### src/rtl/uart_gen_pkg.sv
// Shared types and constants for the uart_tx_gen transmitter.
// The BREAK state exists only when UART_TX_BREAK_EN is defined.
package uart_gen_pkg;

`ifdef UART_TX_BREAK_EN
    typedef enum logic [2:0] {IDLE, START, DATA, PARITY, STOP, BREAK} state_e;
    localparam int unsigned BRK_MIN_BITS = 13;
`else
    typedef enum logic [2:0] {IDLE, START, DATA, PARITY, STOP} state_e;
`endif

    localparam int unsigned DEF_DIV = 234;
    localparam int unsigned MIN_DIV = 2;

    // Bit times in one frame: start + data + optional parity + stop bits.
    function automatic logic [3:0] frame_bits(input logic data7, input logic par_en,
                                              input logic stop2);
        return 4'd1 + (data7 ? 4'd7 : 4'd8) + {3'b000, par_en} + (stop2 ? 4'd2 : 4'd1);
    endfunction

endpackage

### src/rtl/uart_gen_fifo.sv
// Synchronous byte FIFO; pointers carry one extra MSB so full and empty
// are distinguishable without a separate counter.
module uart_gen_fifo #(
    parameter int unsigned WIDTH = 8,
    parameter int unsigned DEPTH = 8
) (
    input  logic                     clk,
    input  logic                     rst,
    input  logic                     push_i,
    input  logic [WIDTH-1:0]         wdata_i,
    input  logic                     pop_i,
    output logic [WIDTH-1:0]         rdata_o,
    output logic                     full_o,
    output logic                     empty_o,
    output logic [$clog2(DEPTH):0]   level_o
);

    localparam int unsigned AW = $clog2(DEPTH);

    logic [WIDTH-1:0] mem_q [DEPTH];
    logic [AW:0]      wr_ptr_q;
    logic [AW:0]      rd_ptr_q;

    assign empty_o = (wr_ptr_q == rd_ptr_q);
    assign full_o  = (wr_ptr_q[AW] != rd_ptr_q[AW]) && (wr_ptr_q[AW-1:0] == rd_ptr_q[AW-1:0]);
    assign level_o = wr_ptr_q - rd_ptr_q;
    assign rdata_o = mem_q[rd_ptr_q[AW-1:0]];

    // NOTE: sequential state uses non-blocking assignments so every register
    // samples pre-edge values, independent of statement order.
    always_ff @(posedge clk) begin
        if (rst) begin
            wr_ptr_q <= '0;
            rd_ptr_q <= '0;
        end else begin
            if (push_i && !full_o) wr_ptr_q <= wr_ptr_q + 1'b1;
            if (pop_i && !empty_o) rd_ptr_q <= rd_ptr_q + 1'b1;
        end
    end

    // NOTE: storage is deliberately not reset; the pointers alone define
    // which entries are valid, and an unreset array maps onto plain RAM.
    always_ff @(posedge clk) begin
        if (push_i && !full_o) mem_q[wr_ptr_q[AW-1:0]] <= wdata_i;
    end

endmodule

### src/rtl/uart_tx_gen.sv
// UART transmitter with input byte FIFO and per-frame latched configuration.
// Define UART_TX_BREAK_EN to add the brk_req input and line-break generation.
module uart_tx_gen
    import uart_gen_pkg::*;
#(
    parameter int unsigned DIV_W      = 16,
    parameter int unsigned FIFO_DEPTH = 8,
    parameter int unsigned DEF_DIV    = uart_gen_pkg::DEF_DIV
) (
    input  logic                          clk,
    input  logic                          rst,
    input  logic [DIV_W-1:0]              cfg_div,
    input  logic                          cfg_data7,
    input  logic                          cfg_par_en,
    input  logic                          cfg_par_odd,
    input  logic                          cfg_stop2,
`ifdef UART_TX_BREAK_EN
    input  logic                          brk_req,
`endif
    input  logic                          in_valid,
    input  logic [7:0]                    in_data,
    output logic                          in_ready,
    output logic                          txd,
    output logic                          busy,
    output logic                          tx_done,
    output logic [$clog2(FIFO_DEPTH):0]   fifo_level
);

    state_e           state_q, state_d;
    logic [DIV_W-1:0] div_q, div_d;
    logic [DIV_W-1:0] bit_cnt_q, bit_cnt_d;
    logic [2:0]       bit_idx_q, bit_idx_d;
    logic [7:0]       shift_q, shift_d;
    logic             data7_q, data7_d;
    logic             par_en_q, par_en_d;
    logic             stop2_q, stop2_d;
    logic             parity_q, parity_d;
    logic             txd_q, txd_d;
    logic             tx_done_q, tx_done_d;
`ifdef UART_TX_BREAK_EN
    logic [3:0]       brk_bits_q, brk_bits_d;
    logic             brk_mark_q, brk_mark_d;
`endif

    logic             fifo_push, fifo_pop, fifo_full, fifo_empty;
    logic [7:0]       fifo_rdata, rdata_m;
    logic [DIV_W-1:0] cfg_div_eff;
    logic             bit_end, last_data, at_gap;

    assign fifo_push = in_valid && !fifo_full;

    uart_gen_fifo #(
        .WIDTH (8),
        .DEPTH (FIFO_DEPTH)
    ) u_fifo (
        .clk     (clk),
        .rst     (rst),
        .push_i  (fifo_push),
        .wdata_i (in_data),
        .pop_i   (fifo_pop),
        .rdata_o (fifo_rdata),
        .full_o  (fifo_full),
        .empty_o (fifo_empty),
        .level_o (fifo_level)
    );

    assign cfg_div_eff = (cfg_div < DIV_W'(MIN_DIV)) ? DIV_W'(MIN_DIV) : cfg_div;
    assign rdata_m     = cfg_data7 ? {1'b0, fifo_rdata[6:0]} : fifo_rdata;
    assign bit_end     = (bit_cnt_q == div_q - DIV_W'(1));
    assign last_data   = (bit_idx_q == (data7_q ? 3'd6 : 3'd7));

    // NOTE: every always_comb output gets a default before the case so no
    // path leaves a signal unassigned and a latch is never inferred.
    always_comb begin
        state_d   = state_q;
        div_d     = div_q;
        bit_cnt_d = bit_cnt_q;
        bit_idx_d = bit_idx_q;
        shift_d   = shift_q;
        data7_d   = data7_q;
        par_en_d  = par_en_q;
        stop2_d   = stop2_q;
        parity_d  = parity_q;
        txd_d     = txd_q;
        tx_done_d = 1'b0;
        fifo_pop  = 1'b0;
        at_gap    = 1'b0;
`ifdef UART_TX_BREAK_EN
        brk_bits_d = brk_bits_q;
        brk_mark_d = brk_mark_q;
`endif

        if (state_q != IDLE) bit_cnt_d = bit_end ? '0 : bit_cnt_q + DIV_W'(1);

        case (state_q)
            IDLE: at_gap = 1'b1;
            START: if (bit_end) begin
                state_d   = DATA;
                bit_idx_d = 3'd0;
                txd_d     = shift_q[0];
            end
            DATA: if (bit_end) begin
                if (last_data) begin
                    bit_idx_d = 3'd0;
                    state_d   = par_en_q ? PARITY : STOP;
                    txd_d     = par_en_q ? parity_q : 1'b1;
                end else begin
                    bit_idx_d = bit_idx_q + 3'd1;
                    shift_d   = shift_q >> 1;
                    txd_d     = shift_q[1];
                end
            end
            PARITY: if (bit_end) begin
                state_d = STOP;
                txd_d   = 1'b1;
            end
            STOP: if (bit_end) begin
                if (stop2_q && bit_idx_q == 3'd0) begin
                    bit_idx_d = 3'd1;
                end else begin
                    tx_done_d = 1'b1;
                    bit_idx_d = 3'd0;
                    state_d   = IDLE;
                    at_gap    = 1'b1;
                end
            end
`ifdef UART_TX_BREAK_EN
            BREAK: if (bit_end) begin
                if (brk_mark_q) begin
                    state_d = IDLE;
                end else begin
                    if (brk_bits_q != 4'(BRK_MIN_BITS)) brk_bits_d = brk_bits_q + 4'd1;
                    if ((brk_bits_q + 4'd1 >= 4'(BRK_MIN_BITS)) && !brk_req) begin
                        brk_mark_d = 1'b1;
                        txd_d      = 1'b1;
                    end
                end
            end
`endif
            default: state_d = IDLE;
        endcase

        // Frame boundary: a new frame (or break) starts on this same edge.
        if (at_gap) begin
`ifdef UART_TX_BREAK_EN
            if (brk_req) begin
                state_d    = BREAK;
                txd_d      = 1'b0;
                bit_cnt_d  = '0;
                div_d      = cfg_div_eff;
                brk_bits_d = 4'd0;
                brk_mark_d = 1'b0;
            end else
`endif
            if (!fifo_empty) begin
                fifo_pop  = 1'b1;
                state_d   = START;
                txd_d     = 1'b0;
                bit_cnt_d = '0;
                div_d     = cfg_div_eff;
                data7_d   = cfg_data7;
                par_en_d  = cfg_par_en;
                stop2_d   = cfg_stop2;
                shift_d   = rdata_m;
                parity_d  = (^rdata_m) ^ cfg_par_odd;
            end
        end
    end

    always_ff @(posedge clk) begin
        if (rst) begin
            state_q   <= IDLE;
            div_q     <= DIV_W'(DEF_DIV);
            bit_cnt_q <= '0;
            bit_idx_q <= 3'd0;
            shift_q   <= 8'h00;
            data7_q   <= 1'b0;
            par_en_q  <= 1'b0;
            stop2_q   <= 1'b0;
            parity_q  <= 1'b0;
            txd_q     <= 1'b1;
            tx_done_q <= 1'b0;
`ifdef UART_TX_BREAK_EN
            brk_bits_q <= 4'd0;
            brk_mark_q <= 1'b0;
`endif
        end else begin
            state_q   <= state_d;
            div_q     <= div_d;
            bit_cnt_q <= bit_cnt_d;
            bit_idx_q <= bit_idx_d;
            shift_q   <= shift_d;
            data7_q   <= data7_d;
            par_en_q  <= par_en_d;
            stop2_q   <= stop2_d;
            parity_q  <= parity_d;
            txd_q     <= txd_d;
            tx_done_q <= tx_done_d;
`ifdef UART_TX_BREAK_EN
            brk_bits_q <= brk_bits_d;
            brk_mark_q <= brk_mark_d;
`endif
        end
    end

    assign txd      = txd_q;
    assign tx_done  = tx_done_q;
    assign busy     = (state_q != IDLE);
    assign in_ready = !fifo_full;

endmodule

### config.mk
export PLATFORM = sky130hd
export DESIGN_NAME = uart_tx_gen
export DESIGN_NICKNAME = d
export VERILOG_FILES = /design/src/rtl/uart_gen_pkg.sv /design/src/rtl/uart_gen_fifo.sv /design/src/rtl/uart_tx_gen.sv
export SDC_FILE = /design/constraint.sdc
export NUM_CORES = 1
export LEC_CHECK = 0
export BUFFER_PORTS_ARGS = -buffer_cell sky130_fd_sc_hd__buf_4
export CAP_MARGIN = 15
export CELL_PAD_IN_SITES_DETAIL_PLACEMENT = 0
export CELL_PAD_IN_SITES_GLOBAL_PLACEMENT = 1
export CORE_ASPECT_RATIO = 1.4
export CORE_UTILIZATION = 52
export DETAILED_ROUTE_END_ITERATION = 8
export PLACE_DENSITY_LB_ADDON = 0.08
export SYNTH_ARGS = -nofsm -noshare
export SYNTH_HDL_FRONTEND = slang
export SYNTH_SLANG_ARGS = --single-unit
### constraint.sdc
create_clock -name clk -period 4.9 [get_ports clk]
set_clock_uncertainty 0.05 [all_clocks]
set_input_delay 0 -clock clk [delete_from_list [all_inputs] [get_ports clk]]
set_output_delay 0 -clock clk [all_outputs]
set_load 0.05 [all_outputs]
-- Yosys cells after proc, flatten, opt, wreduce, memory -nomap -nowiden
Memories as Yosys holds them, arrays and structs flattened. A register that Yosys moved wholly into a read port is not among the register bits.
Index checks and enable logic that the tools add are counted.
- register bits: 60
- RAM bits: 64
- output and inout port bits: 8
- memories: 1
- $add $sub $neg: 6
- magnitude comparators: 1
- eq/ne operators: 12
- muxes and demuxes: 45
- bitwise gates (word level): 3
- reductions and logical operators: 15
- memory list (name ; depth ; width ; rd ports ; clocked after Yosys merged registers in ; write ports ; RTL line ; RTL):
    u_fifo.mem_q ; 8 ; 8 ; 1 ; 1 ; 1 ; uart_gen_fifo.sv:20 ; logic [WIDTH-1:0] mem_q [DEPTH];
- operators by type and width (operator ; count):
    $mux 16 ; 5
    $mux 8 ; 6
    $mux 3 ; 15
    $add 16x1->16 const B ; 1
    $eq 16x16->1 ; 1
    $lt 16x2->1 const B ; 1
    $sub 16x1->16 const B ; 1
    $mux 1 ; 15
    $pmux 3 s5 ; 1
    $pmux 3 s3 ; 1
    $add 4x1->4 const B ; 2
    $reduce_xor 8->1 ; 1
    $eq 3x2->1 const B ; 2
    $eq 3x3->1 ; 2
    $logic_not 3->1 ; 2
    $ne 2x2->1 const B ; 3
    $reduce_bool 3->1 ; 2
    $logic_and 1x1->1 ; 5
    $eq 4x4->1 ; 1
    $reduce_and 4->1 ; 1
    $sub 4x4->4 ; 1
    $add 3x1->3 const B ; 1
    $eq 3x1->1 const B ; 1
    $eq 3x3->1 const B ; 1
    other kinds (8) ; 10

-- Longest topological paths before layout
- depth after elaboration: 9
- mapped depth: 12
- mapped depth without buffers: 9

-- Hierarchy
Synthesis repeated with hierarchy kept, for this count alone.
- cell total of the unflattened synthesis: 550
- area total of the unflattened synthesis: 6204.7 sq um
- modules (own cells, without submodules) (module ; instances ; cells each ; area an instance (sq um) ; sequential area each (sq um)):
    uart_tx_gen ; 1 ; 384 ; 3114.2 ; 1041.0
    uart_gen_fifo ; 1 ; 166 ; 3090.5 ; 2142.1

-- Worst setup path after synthesis
OpenSTA, ideal clock, no wires.
- kind: reg-to-reg
- start: register div_q[4]
- end: register shift_q[0]
- arrival: 3.118 ns
- path slack: 1.647 ns
- stages on the path, launching flop included: 11
- path buffers: 3
- path through: dfxtp_1 buf_6 or4_4 or3_1 mux2i_1 or4_1 buf_2 or4b_2 buf_2 mux2i_1 a211oi_1
- longest elaborated chain between the ends: 6
- elaborated cells between the ends (all ways): 8
- classes of those cells: add/sub: 1; eq/ne: 1; mux: 6
- RTL lines (item ; RTL line ; RTL):
    start, declared ; uart_tx_gen.sv:30 ; logic [DIV_W-1:0] div_q, div_d;
    start signal, assigned ; uart_tx_gen.sv:173 ; div_q <= DIV_W'(DEF_DIV);
    start signal, assigned ; uart_tx_gen.sv:189 ; div_q <= div_d;
    $sub 16x1->16 (*) ; uart_tx_gen.sv:69 ; assign bit_end = (bit_cnt_q == div_q - DIV_W'(1));
    $eq 16x16->1 (*) ; uart_tx_gen.sv:69 ;
    $mux 8 ; uart_tx_gen.sv:102 ; DATA: if (bit_end) begin
    $mux 8 ; uart_tx_gen.sv:95 ; case (state_q)
    $mux 8 ; uart_tx_gen.sv:155 ; if (!fifo_empty) begin
    $mux 8 (*) ; uart_tx_gen.sv:144 ; if (at_gap) begin
    end signal, assigned ; uart_tx_gen.sv:192 ; shift_q <= shift_d;
    end, declared ; uart_tx_gen.sv:33 ; logic [7:0] shift_q, shift_d;
Every way passes the cells marked *; elsewhere a longest branch is shown, timed or not.
A chain may end at the register's enable or synchronous reset.

-- Final worst setup path
- start: register div_q[4]
- end: register div_q[13]
- longest elaborated chain between the ends: 5
- RTL lines (item ; RTL line ; RTL):
    $sub 16x1->16 ; uart_tx_gen.sv:69 ;
    $eq 16x16->1 ; uart_tx_gen.sv:69 ;
    $mux 1 ; uart_tx_gen.sv:117 ; STOP: if (bit_end) begin
    $pmux 1 s2 ; uart_tx_gen.sv:95 ;
    $reduce_and 2->1 (no source line) ; n/a ;
No other way between the ends.

==> flow_summary.yaml <==
run_status:
  status: "completed"
worst_setup_path:
  crit_type: "reg -> reg"
  path_max_fanout: 15
  worst-path-buf-inv: 2
  crit_chain: "or4_4, or3_1, mux2i_1, or4_1, or4_1, buf_4, nand3_1, a21oi_1, dlygate4sd3_1"
  setup.worst_path.end: "div_q[13]"
  rr_endpoint: "div_q[13]"
  crit_required_ns: 5.15
  worstSetupEndpointType: "register"
  arrival_ns: 4.33
  rr_startpoint: "div_q[4]"
  worstRegToRegCells: 9
  cpPeakStageDelay_ns: 0.76
  cp_slowest_cell: "or4_1"
  crit_cells: 9
  crit_path_start_kind: "register"
  critPathTopFamily: "simple AND/OR/NAND/NOR gates"
  crit_start: "div_q[4]"
  r2r_slack_ns: 0.82
  cp_common_cell: "or4_1"
clocking:
  h-tree-depth: 4
  cts_made_buffers: 17
  clock-root-buffer: "clkbuf_16"
  cts_resized: 0
  clockBufferDepth: 2
  clkLatencyLatePin_ns: 0.42
  cts_tree: "built"
  cts_sinks: 127
  cts.clk_slew.worst_paths_ns: 0.06
sta:
  fin_ws_ns: 0.822
  hold_viol: 0
  rsz0062_at_grt: "no"
  max_freq_mhz: 245
  finalCritPeriodShare_pct: 83.2
  whs_ns: 0.150
  post-route-min-period_ns: 4.08
  setup_tns_ns: 0
  worst_slew_pin_slew_ns: 0.975
  setup_viol: 0
  finalMaxSlewViolations: 0
  slew_headroom_pct: 34.8
detailed_routing:
  drt_iter0_markers: 163
  routed_wirelength_mm: 13.9
  wl_per_cell_um: 17.9
  drc: 0
  num_vias: 4456
  dr.pass1.iters: 4
  ant_nets: 0
  vias_per_cell: 5.76
floorplan:
  die_area_sq_um: 12100
  fp.dieW_um: 93.4
  io_pins: 39
  core.rowCount: 46
  fp.dieH_um: 130
  core_sq_um: 11300
  initial_core_util_pct: 53.7
yosys:
  ys_async_sr_fraction_pct: 0
  synth-edff-count: 64
  yosysTopAreaCell: "edfxtp_1"
  avgSynthCellArea_sq_um: 11.1
  netlist_top_cells_count: "64 x edfxtp_1, 63 x dfxtp_1, 42 x nor2_1, 33 x a21oi_1, 32 x nand3_1"
  netlist_area_sq_um: 6090
  syn_nets: 589
  synthMostInstantiatedCell: "edfxtp_1"
  ys_dominant_reg_cell: "edfxtp_1"
  ys_seq_area_share_pct: 52.3
  yosys_warnings: 0
  ys_types: 60
  synthTopCellsByArea: "edfxtp_1 32%, dfxtp_1 21%, xor2_1 3.7%, mux2i_1 3.0%, mux4_2 3.0%"
  netlist_instances: 548
  synth_top_area_share_pct: 31.6
  synth-seq-cells: 127
final_layout:
  diodes: 0
  nets: 659
  synthToLayoutAreaGrowth_pct: 22.8
  drive_above_1_share_pct: 17.8
global_routing:
  grt_usage_pct: 24.4
  grt_pass1_vias: 4371
  overflow: 0
  grt_max_degree: 45
  antenna_found_initial: 0
  grt_pass1_wl_mm: 22.0
pwr:
  leakagePower_nw: 2.76
  irDropWorstVdd_uv: 310
  p_per_area_nw_per_um2: 544
placement:
  portBuffers: 38
  gp_congestion: 0.788
  pre_cts_slack_ns: 1.31
  dp_hpwl_mm: 9.46
min_path:
  min_path_type: "in -> reg"
flow_run:
  maxCapViolCount: 0
## what timing repair did
| action | in CTS | in global routing |
|---|---|---|
| setup endpoints to repair | 0 | 0 |
| hold buffers | 38 | 0 |
| hold endpoints to repair | 91 | 0 |
| buffers inserted | 0 | 0 |
## per-stage QoR
| stage | utilization (%) | cells | area, sq um | total power, W |
|---|---|---|---|---|
| detailed placement | 57.0 | 705 | 6460 | 0.00268 |
| global route | 65.9 | 774 | 7480 | 0.00427 |
| finish | 65.9 | 774 | 7480 | 0.00407 |
| floorplan | - | 548 | 6090 | 0.00234 |
| CTS | 65.9 | 774 | 7480 | 0.00408 |
| global placement | 57.0 | 705 | 6460 | 0.00266 |
## per-layer routing
metal	track usage, %	part of all wire [%]
met3	5.65	3.4
met5	0	0
met4	12.4	3.1
met1	26.3	40
met2	44.2	53
## cell usage in the layout, fill, tap and decap left out, types with 3 or more instances in the layout
cell type      instances
edfxtp_1              64
dfxtp_1               63
buf_4                 46
nor2_1                42
dlygate4sd3_1         38
a21oi_1               33
nand3_1               32
xor2_1                26
o21ai_0               24
inv_1                 19
mux2i_1               18
xnor2_1               17
clkbuf_16             17
nor3_1                14
nand2_1               14
mux2_2                14
a211oi_1              11
nand2b_1               9
ha_1                   9
nor4_1                 8
mux4_2                 8
nor2b_1                7
nand4_1                6
o22ai_1                6
a31oi_1                6
or3_1                  6
o211ai_1               6
or4_1                  4
a221o_1                4
bufinv_16              4
clkinv_4               4
a311oi_1               3
inv_6                  3
## how the worst min path moves through the flow
stage	from	endpoint	slack (ns)	depth (start not counted)
3_5_place_dp	in_data[3]	u_fifo.mem_q[4][3]	0.19	1
2_1_floorplan	in_data[0]	u_fifo.mem_q[0][0]	0.05	0
4_1_cts	cfg_par_odd	parity_q	0.15	5
6_report	cfg_par_odd	parity_q	0.15	5
3_3_place_gp	in_data[6]	u_fifo.mem_q[5][6]	0.18	1
5_1_grt	cfg_par_odd	parity_q	0.18	5
## power by group
part	internal [W]	switching (W)
clock	0.000859	0.000492
sequential	0.00124	0.000169
combinational	0.000595	0.000712
total	0.00270	0.00137
## registers in the layout, summed over array words and instances (netlist names), named ones only
register / flops
par_en_q: 1
parity_q: 1
bit_cnt_q: 16
stop2_q: 1
u_fifo.rd_ptr_q: 4
bit_idx_q: 3
txd: 1
u_fifo.mem_q: 64
state_q: 3
shift_q: 8
tx_done: 1
u_fifo.wr_ptr_q: 4
data7_q: 1
div_q: 16
## logic make-up after synthesis
kind of cell | count (synthesis) | synth area share [%]
AOI/OAI and AO/OA | 109 | 11.3
xor gates and xnor gates | 46 | 7.34
adders and majority gates | 10 | 2.18
buffers and inverters | 52 | 3.68
DFF | 127 | 52.3
muxes | 40 | 8.51
and+or+nand+nor | 164 | 14.7
## cell type report
type | instances | area (sq um)
multi-input cells | 369 | 2680
well taps | 144 | 180
clock inverters | 14 | 208
fillers | 865 | 3860
clock buffers | 17 | 425
inverters | 19 | 71.3
flip-flops and latches | 127 | 3180
repair buffers | 84 | 726
## worst reg2reg max path, cell delays in order (launching register included)
cell           delay [ns]
dfxtp_1              0.39
or4_4                0.57
or3_1                0.42
mux2i_1              0.14
or4_1                0.58
or4_1                0.76
buf_4                0.31
nand3_1              0.11
a21oi_1              0.06
dlygate4sd3_1        0.58
Power figures use the tool's default switching activity.
